File: src/rtl/bioz_freq_sweep_ctrl.sv
// BioZ clock-generator frequency sweep sequencer.
// Steps Fsel through a code range with resync gap, settle and measurement window per step.
module bioz_freq_sweep_ctrl #(
    parameter int unsigned GAP_CYCLES    = 4,
    parameter int unsigned SETTLE_CYCLES = 16,
    parameter int unsigned DWELL_CYCLES  = 4500,
    parameter int unsigned CNT_W         = 24,
    parameter logic [3:0]  DEFAULT_FSEL  = 4'b0000
) (
    input  logic       clk,
    input  logic       rst,
    input  logic       start,
    input  logic       abort,
    input  logic       continuous,
    input  logic [3:0] fsel_first,
    input  logic [3:0] fsel_last,
    output logic [3:0] Fsel,
    output logic       enable,
    output logic       meas_valid,
    output logic       step_done,
    output logic       sweep_done,
    output logic       busy
);

    typedef enum logic [1:0] {
        IDLE,
        GAP,
        SETTLE,
        MEAS
    } state_t;

    localparam logic [CNT_W-1:0] GAP_LD    = CNT_W'(GAP_CYCLES - 1);
    localparam logic [CNT_W-1:0] SETTLE_LD = CNT_W'(SETTLE_CYCLES - 1);
    localparam logic [CNT_W-1:0] DWELL_LD  = CNT_W'(DWELL_CYCLES - 1);

    state_t           state_q, state_d;
    logic [CNT_W-1:0] cnt_q, cnt_d;
    logic [3:0]       fsel_q, fsel_d;
    logic [3:0]       first_q, first_d;
    logic [3:0]       last_q, last_d;
    logic             cont_q, cont_d;
    logic             enable_q, enable_d;
    logic             meas_q, meas_d;
    logic             step_q, step_d;
    logic             sweep_q, sweep_d;
    logic             busy_q, busy_d;

    always_comb begin
        state_d = state_q;
        cnt_d   = cnt_q;
        fsel_d  = fsel_q;
        first_d = first_q;
        last_d  = last_q;
        cont_d  = cont_q;

        unique case (state_q)
            IDLE: begin
                if (start && !abort) begin
                    first_d = fsel_first;
                    last_d  = fsel_last;
                    cont_d  = continuous;
                    fsel_d  = fsel_first;
                    state_d = GAP;
                    cnt_d   = GAP_LD;
                end
            end
            GAP: begin
                if (cnt_q == '0) begin
                    state_d = SETTLE;
                    cnt_d   = SETTLE_LD;
                end else begin
                    cnt_d = cnt_q - 1'b1;
                end
            end
            SETTLE: begin
                if (cnt_q == '0) begin
                    state_d = MEAS;
                    cnt_d   = DWELL_LD;
                end else begin
                    cnt_d = cnt_q - 1'b1;
                end
            end
            MEAS: begin
                if (cnt_q != '0) begin
                    cnt_d = cnt_q - 1'b1;
                end else if (fsel_q != last_q) begin
                    fsel_d  = (fsel_q < last_q) ? fsel_q + 4'd1 : fsel_q - 4'd1;
                    state_d = GAP;
                    cnt_d   = GAP_LD;
                end else if (cont_q) begin
                    fsel_d  = first_q;
                    state_d = GAP;
                    cnt_d   = GAP_LD;
                end else begin
                    state_d = IDLE;
                    cnt_d   = '0;
                end
            end
            default: begin
                state_d = IDLE;
                cnt_d   = '0;
            end
        endcase

        if (abort && state_q != IDLE) begin
            state_d = IDLE;
            cnt_d   = '0;
            fsel_d  = fsel_q;
        end

        // Outputs are registered copies of what the next state implies.
        enable_d = (state_d != GAP);
        meas_d   = (state_d == MEAS);
        busy_d   = (state_d != IDLE);
        step_d   = (state_d == MEAS) && (cnt_d == '0);
        sweep_d  = step_d && (fsel_d == last_q) && !cont_q;
    end

    always_ff @(posedge clk or posedge rst) begin
        if (rst) begin
            state_q  <= IDLE;
            cnt_q    <= '0;
            fsel_q   <= DEFAULT_FSEL;
            first_q  <= '0;
            last_q   <= '0;
            cont_q   <= 1'b0;
            enable_q <= 1'b1;
            meas_q   <= 1'b0;
            step_q   <= 1'b0;
            sweep_q  <= 1'b0;
            busy_q   <= 1'b0;
        end else begin
            state_q  <= state_d;
            cnt_q    <= cnt_d;
            fsel_q   <= fsel_d;
            first_q  <= first_d;
            last_q   <= last_d;
            cont_q   <= cont_d;
            enable_q <= enable_d;
            meas_q   <= meas_d;
            step_q   <= step_d;
            sweep_q  <= sweep_d;
            busy_q   <= busy_d;
        end
    end

    assign Fsel       = fsel_q;
    assign enable     = enable_q;
    assign meas_valid = meas_q;
    assign busy       = busy_q;
    // An abort landing on the final window cycle cancels that cycle's pulses.
    assign step_done  = step_q & ~abort;
    assign sweep_done = sweep_q & ~abort;

endmodule

File: config.mk
export PLATFORM = sky130hd
export DESIGN_NAME = bioz_freq_sweep_ctrl
export DESIGN_NICKNAME = d
export VERILOG_FILES = /design/src/rtl/bioz_freq_sweep_ctrl.sv
export SDC_FILE = /design/constraint.sdc
export NUM_CORES = 1
export LEC_CHECK = 0
export ABC_AREA = 1
export CAP_MARGIN = 20
export CORE_MARGIN = 2
export CORE_UTILIZATION = 39
export CTS_BUF_LIST = sky130_fd_sc_hd__clkbuf_8
export DETAILED_ROUTE_END_ITERATION = 6
export PLACE_DENSITY = 0.58
export SYNTH_ARGS = -nofsm -noshare
export SYNTH_HDL_FRONTEND = slang
export SYNTH_SLANG_ARGS = --single-unit
File: constraint.sdc
create_clock -name clk -period 3.3 [get_ports clk]
set_input_delay 0.66 -clock clk [delete_from_list [all_inputs] [get_ports clk]]
set_output_delay 0.66 -clock clk [all_outputs]
set_load 0.005 [all_outputs]
==> flow_metrics.py, run 1 <==
metrics = {
    "clocking": {
        "clk_pin_slew_ps": 80,
        "ctsHoldBuffers": 0,
        "h-tree-depth": 2,
        "clockBufferDepth": 2,
        "cts_setup_buffers": 0,
        "cts.repair.resized": 0,
        "cts_buffers": 5,
        "cts_tree": "yes",
        "cts_sinks": 44,
        "clock-root-buffer": "clkbuf_8",
        "clk-insertion-delay-late_ps": 300,
    },
    "sta": {
        "fin_crit_ps": 2820,
        "period_share": 0.854,
        "maxSlewViolCount": 0,
        "hold_viol": 0,
        "setup_viol": 0,
        "fin_skew_ps": 9.20,
        "setup_tns_ps": 0,
        "tightest_slew_ps": 946,
        "slew_headroom": 0.369,
        "worst_slack_ps": 480,
        "rsz0062_at_grt": "no",
        "finalHoldWorstSlack_ps": 496,
        "fmax_ghz": 0.355,
    },
    "layout": {
        "fin_util": 0.449,
        "diodes": 0,
        "n_fill_cell": 911,
        "drive_gt1_frac": 0.0952,
        "multiInputGateArea_um2": 1940,
        "final_area_um2": 3880,
        "area_growth_pct": 12.5,
        "layout.cells.non_filler": 654,
        "nets": 572,
        "seq_area_um2": 1100,
    },
    "critical_path": {
        "critPathCaptureType": "flop",
        "required_ps": 3530,
        "start_kind": "flop",
        "r2r.worst_path.cells": 15,
        "cp_max_fo": 11,
        "crit_arrival_ps": 3050,
        "critPathKind": "flop to flop",
    },
    "min_path": {
        "holdCritPathClass": "flop to flop",
        "whs_path_depth": 2,
    },
    "grt": {
        "overflow": 0,
        "track_usage": 0.198,
        "grt_pass1_wl_um": 15400,
        "use_met3": 0.0315,
        "grt_pass1_vias": 3258,
        "use_met2": 0.352,
        "grt-busiest-layer": "met2",
        "grt_use_met1": 0.245,
        "grt_max_degree": 45,
        "antenna_found_initial": 0,
    },
    "synthesis": {
        "netlist_area_um2": 3440,
        "seq_area_frac_synth": 0.320,
        "ys_seq_elements": 44,
        "synth_cells": 520,
        "synth_cell_types": 37,
        "ys_warn_count": 0,
        "synth_nets": 546,
        "syn_area_per_cell_um2": 6.62,
    },
    "place": {
        "dp_hpwl_um": 7000,
        "place_inst": 647,
        "preCtsSetupSlack_ps": 309,
        "place.gp.congestion": 0.875,
        "numPortBuffers": 21,
        "postPlaceCellArea_um2": 3780,
    },
    "routing": {
        "via_per_inst": 4.97,
        "vias": 3251,
        "antenna_violating_nets_post_route": 0,
        "drtPass1Iterations": 4,
        "wl_um": 9060,
        "wl_per_cell_um": 13.8,
        "drc_errors": 0,
        "drtIter0Drc": 176,
    },
    "die": {
        "start_util": 0.399,
        "die-area_um2": 9600,
        "core_um2": 8640,
        "rows": 34,
        "io_pins": 22,
        "die_y_um": 98.0,
        "die_width_um": 98.0,
    },
    "run": {
        "cap_violations": 0,
    },
    "outcome": {
        "outcome": "complete, no violations",
    },
    "pwr": {
        "powerDensity_nw_per_um2": 1160,
        "ir_drop_uv": 491,
        "p_leak_nw": 2.18,
        "power_mw": 4.50,
    },
}
[routing by layer]
| layer | wire (um) | vias up |
|---|---|---|
| met5 | 0 | - |
| met4 | 163 | 0 |
| met3 | 298 | 17 |
| met2 | 4490 | 71 |
| met1 | 4110 | 1504 |
| li1 | - | 1659 |
[layout make-up]
| cell class | count | area share |
|---|---|---|
| Sequential cell | 44 | 0.284 |
| Timing Repair Buffer | 26 | 0.0639 |
| Clock buffer | 7 | 0.0249 |
| Multi-Input combinational cell | 374 | 0.500 |
| Tap cell | 108 | 0.0349 |
| Inverter | 95 | 0.0920 |
[cells in the final DEF (no fill, tap or decap), types with 5 or more instances in the layout]
master           count
nand2_2              7
nor2_4               8
inv_1               92
o21ai_0             19
nand2_1            164
a21oi_1             15
clkdlybuf4s50_1     21
clkbuf_8             7
nor2_2               9
nand4_1              9
dfrtp_1             43
nor2_1              54
ha_1                12
nand3_1             36
o21ai_1              5
buf_4                5
[worst max-delay path, stage by stage (launching register included)]
cell and delay, ps:
dfrtp_1 410, inv_1 130, ha_1 410, buf_4 270
inv_2 60, nand2_2 100, inv_1 140, nor2_2 230
inv_1 140, a211oi_1 250, nand2_1 80, nand2_1 120
nor2_1 60, nor2_1 100, nand4_1 130, nor2_1 120
[kinds of logic (layout without fill, tap and decap cells)]
group,count (synthesis),in the layout,share of synthesized area
simple gates,306,306,0.419
compound gates,50,50,0.0806
fa+ha+maj,13,13,0.0494
mux,1,1,0.00327
buf+inv,102,128,0.117
xor+xnor,4,4,0.0102
flops,44,44,0.320
[synthesized netlist by cell type]
cell | instances | area (um^2)
a21oi_2 | 1 | 8.76
nand3_4 | 2 | 35.0
o21bai_1 | 4 | 30.0
nand4_1 | 9 | 56.3
nor3_2 | 1 | 10.0
nor2_4 | 8 | 90.1
dfrtp_1 | 43 | 1080
nand3b_1 | 4 | 30.0
inv_1 | 93 | 349
dfstp_2 | 1 | 26.3
nor2_8 | 1 | 20.0
fa_1 | 1 | 20.0
nand2_4 | 4 | 45.0
a21oi_1 | 15 | 75.1
nand3_1 | 36 | 180
xnor2_1 | 1 | 8.76
nand2_8 | 1 | 20.0
a211oi_1 | 4 | 30.0
a31oi_1 | 1 | 6.26
nor2_2 | 9 | 56.3
nand2_2 | 7 | 43.8
nor3_1 | 4 | 20.0
nand4_2 | 1 | 12.5
xor2_1 | 3 | 26.3
ha_1 | 12 | 150
buf_8 | 1 | 15.0
mux2_2 | 1 | 11.3
inv_2 | 2 | 7.51
buf_4 | 2 | 15.0
o21ai_1 | 5 | 25.0
o21a_1 | 1 | 7.51
nor2_1 | 54 | 203
or2_0 | 1 | 6.26
nand2_1 | 164 | 616
o21ai_0 | 19 | 95.1
clkbuf_1 | 2 | 7.51
buf_2 | 2 | 10.0
[path summary, 6_finish.rpt]
check	from	to	slack, ps
min in group asynchronous	rst	last_q[0]$_DFFE_PP0P_	890
worst max-delay path	state_q[0]$_DFF_PP0_	sweep_q$_DFF_PP0_	480
max in group asynchronous	rst	busy$_DFF_PP0_	1820
worst max register to register	state_q[0]$_DFF_PP0_	sweep_q$_DFF_PP0_	480
worst min register to register	first_q[0]$_DFFE_PP0P_	first_q[0]$_DFFE_PP0P_	500
worst min-delay path	first_q[0]$_DFFE_PP0P_	first_q[0]$_DFFE_PP0P_	500
[report_power, final]
part | switching [mW] | internal [mW]
clock | 0.187 | 0.187
combinational | 2.08 | 1.07
sequential | 0.226 | 0.757
[flip-flops by register name, summed over array words and instances, names as in the netlist]
name,flops
cnt_q,24
Fsel,4
first_q,4
last_q,4
state_q,2
busy,1
cont_q,1
enable,1
meas_valid,1
step_q,1
sweep_q,1
No activity file was read; power rests on OpenSTA's default activity.
==> run 2, diff against run 1 <==
Settings changed: CORE_MARGIN 2 to 3.
==> flow_metrics.py, run 2 (same netlist as run 1, synthesis figures left out) <==
metrics = {
    "outcome": {
        "outcome": "complete, no violations",
    },
    "sta": {
        "tightest_slew_ps": 966,
        "worst_slack_ps": 505,
        "setup_viol": 0,
        "setup_tns_ps": 0,
        "fmax_ghz": 0.358,
        "fin_skew_ps": 11.7,
        "fin_crit_ps": 2800,
        "finalHoldWorstSlack_ps": 495,
        "rsz0062_at_grt": "no",
        "hold_viol": 0,
        "slew_headroom": 0.355,
        "maxSlewViolCount": 0,
        "period_share": 0.847,
    },
    "layout": {
        "final_common_cell": "nand2_1",
        "diodes": 0,
        "area_growth_pct": 12.2,
        "largest_reg_flops": 24,
        "layout.cells.non_filler": 651,
        "nets": 571,
        "mostFrequentLayoutCells": "nand2_1 (164), inv_1 (92), nor2_1 (54), dfrtp_1 (43), nand3_1 (36)",
        "fin_util": 0.461,
        "regMostFlops": "cnt_q",
        "final_area_um2": 3870,
        "drive_gt1_frac": 0.0952,
    },
    "place": {
        "dp_hpwl_um": 7350,
        "preCtsSetupSlack_ps": 385,
        "numPortBuffers": 21,
        "place_inst": 643,
        "postPlaceCellArea_um2": 3770,
        "place.gp.congestion": 0.896,
    },
    "run": {
        "cap_violations": 0,
    },
    "routing": {
        "antenna_violating_nets_post_route": 0,
        "wl_um": 9360,
        "drc_errors": 0,
        "drtPass1Iterations": 6,
        "via_per_inst": 4.96,
        "drtIter0Drc": 257,
        "wl_per_cell_um": 14.4,
        "vias": 3229,
    },
    "clocking": {
        "ctsHoldBuffers": 0,
        "clock-root-buffer": "clkbuf_8",
        "cts_tree": "yes",
        "clk-insertion-delay-late_ps": 310,
        "h-tree-depth": 2,
        "clockBufferDepth": 2,
        "cts_buffers": 5,
        "cts_sinks": 44,
        "clk_pin_slew_ps": 90,
        "cts.repair.resized": 0,
        "cts_setup_buffers": 0,
    },
    "critical_path": {
        "worstReg2RegEnd": "sweep_q$_DFF_PP0_",
        "r2r.worst_path.cells": 17,
        "critPathCaptureType": "flop",
        "critPathKind": "flop to flop",
        "cp_max_fo": 5,
        "crit_path_start": "Fsel[0]$_DFF_PP0_",
        "start_kind": "flop",
        "crit_arrival_ps": 3040,
        "required_ps": 3550,
        "ff2ff_setup_slack_ps": 500,
        "reg2reg_from": "Fsel[0]$_DFF_PP0_",
        "endpoint": "sweep_q$_DFF_PP0_",
    },
    "pwr": {
        "ir_drop_uv": 511,
        "p_leak_nw": 2.17,
        "power_mw": 4.50,
        "powerDensity_nw_per_um2": 1160,
    },
    "grt": {
        "grt_pass1_wl_um": 15500,
        "overflow": 0,
        "grt_use_met1": 0.265,
        "grt_max_degree": 45,
        "grt-busiest-layer": "met2",
        "track_usage": 0.197,
        "antenna_found_initial": 0,
        "grt_pass1_vias": 3108,
        "use_met3": 0.0257,
        "use_met2": 0.327,
    },
    "die": {
        "core_um2": 8380,
        "die_width_um": 100,
        "start_util": 0.411,
        "die-area_um2": 10000,
        "io_pins": 22,
        "rows": 33,
        "die_y_um": 100,
    },
    "min_path": {
        "holdCritPathClass": "flop to flop",
    },
}
## run 2: metal layers
layer / vias to the layer above / part of all wire / wire length, um
li1: 1657 / - / -
met1: 1477 / 0.46 / 4310
met2: 79 / 0.48 / 4530
met3: 16 / 0.038 / 359
met4: 0 / 0.017 / 163
met5: - / 0 / 0
## run 2: cell type report
| type | instances | area, um^2 |
|---|---|---|
| fillers | 905 | 4520 |
| clock buffers | 6 | 82.6 |
| clock inverters | 2 | 15.0 |
| well taps | 105 | 131 |
| flip-flops and latches | 44 | 1100 |
| inverters | 95 | 357 |
| repair buffers | 25 | 240 |
| multi-input cells | 374 | 1940 |
## run 2: critical path, cell delays in order, from the launching register on
cell,delay [ps]
dfrtp_1,440
inv_1,130
ha_1,220
o21bai_1,180
nand2_1,80
nand2_1,130
inv_1,80
fa_1,470
o21ai_0,70
nand2_1,100
nand4_1,100
nand3_1,130
nand2_1,60
nand2_1,100
nor2_1,50
nor2_1,160
nand4_1,130
nor2_1,100
## run 2: worst min-delay path by stage
stage	start	endpoint	slack (ps)	depth (start not counted)
5_1_grt	first_q[3]$_DFFE_PP0P_	first_q[3]$_DFFE_PP0P_	550	2
3_5_place_dp	first_q[3]$_DFFE_PP0P_	first_q[3]$_DFFE_PP0P_	470	2
6_report	first_q[3]$_DFFE_PP0P_	first_q[3]$_DFFE_PP0P_	490	2
4_1_cts	first_q[3]$_DFFE_PP0P_	first_q[3]$_DFFE_PP0P_	490	2
3_3_place_gp	first_q[3]$_DFFE_PP0P_	first_q[3]$_DFFE_PP0P_	490	2
2_1_floorplan	first_q[3]$_DFFE_PP0P_	first_q[3]$_DFFE_PP0P_	450	2
## run 2: power breakdown
group,switching (mW),total (mW),internal [mW]
clock,0.204,0.374,0.170
sequential,0.227,0.984,0.757
combinational,2.08,3.14,1.06
total,2.51,4.50,1.99
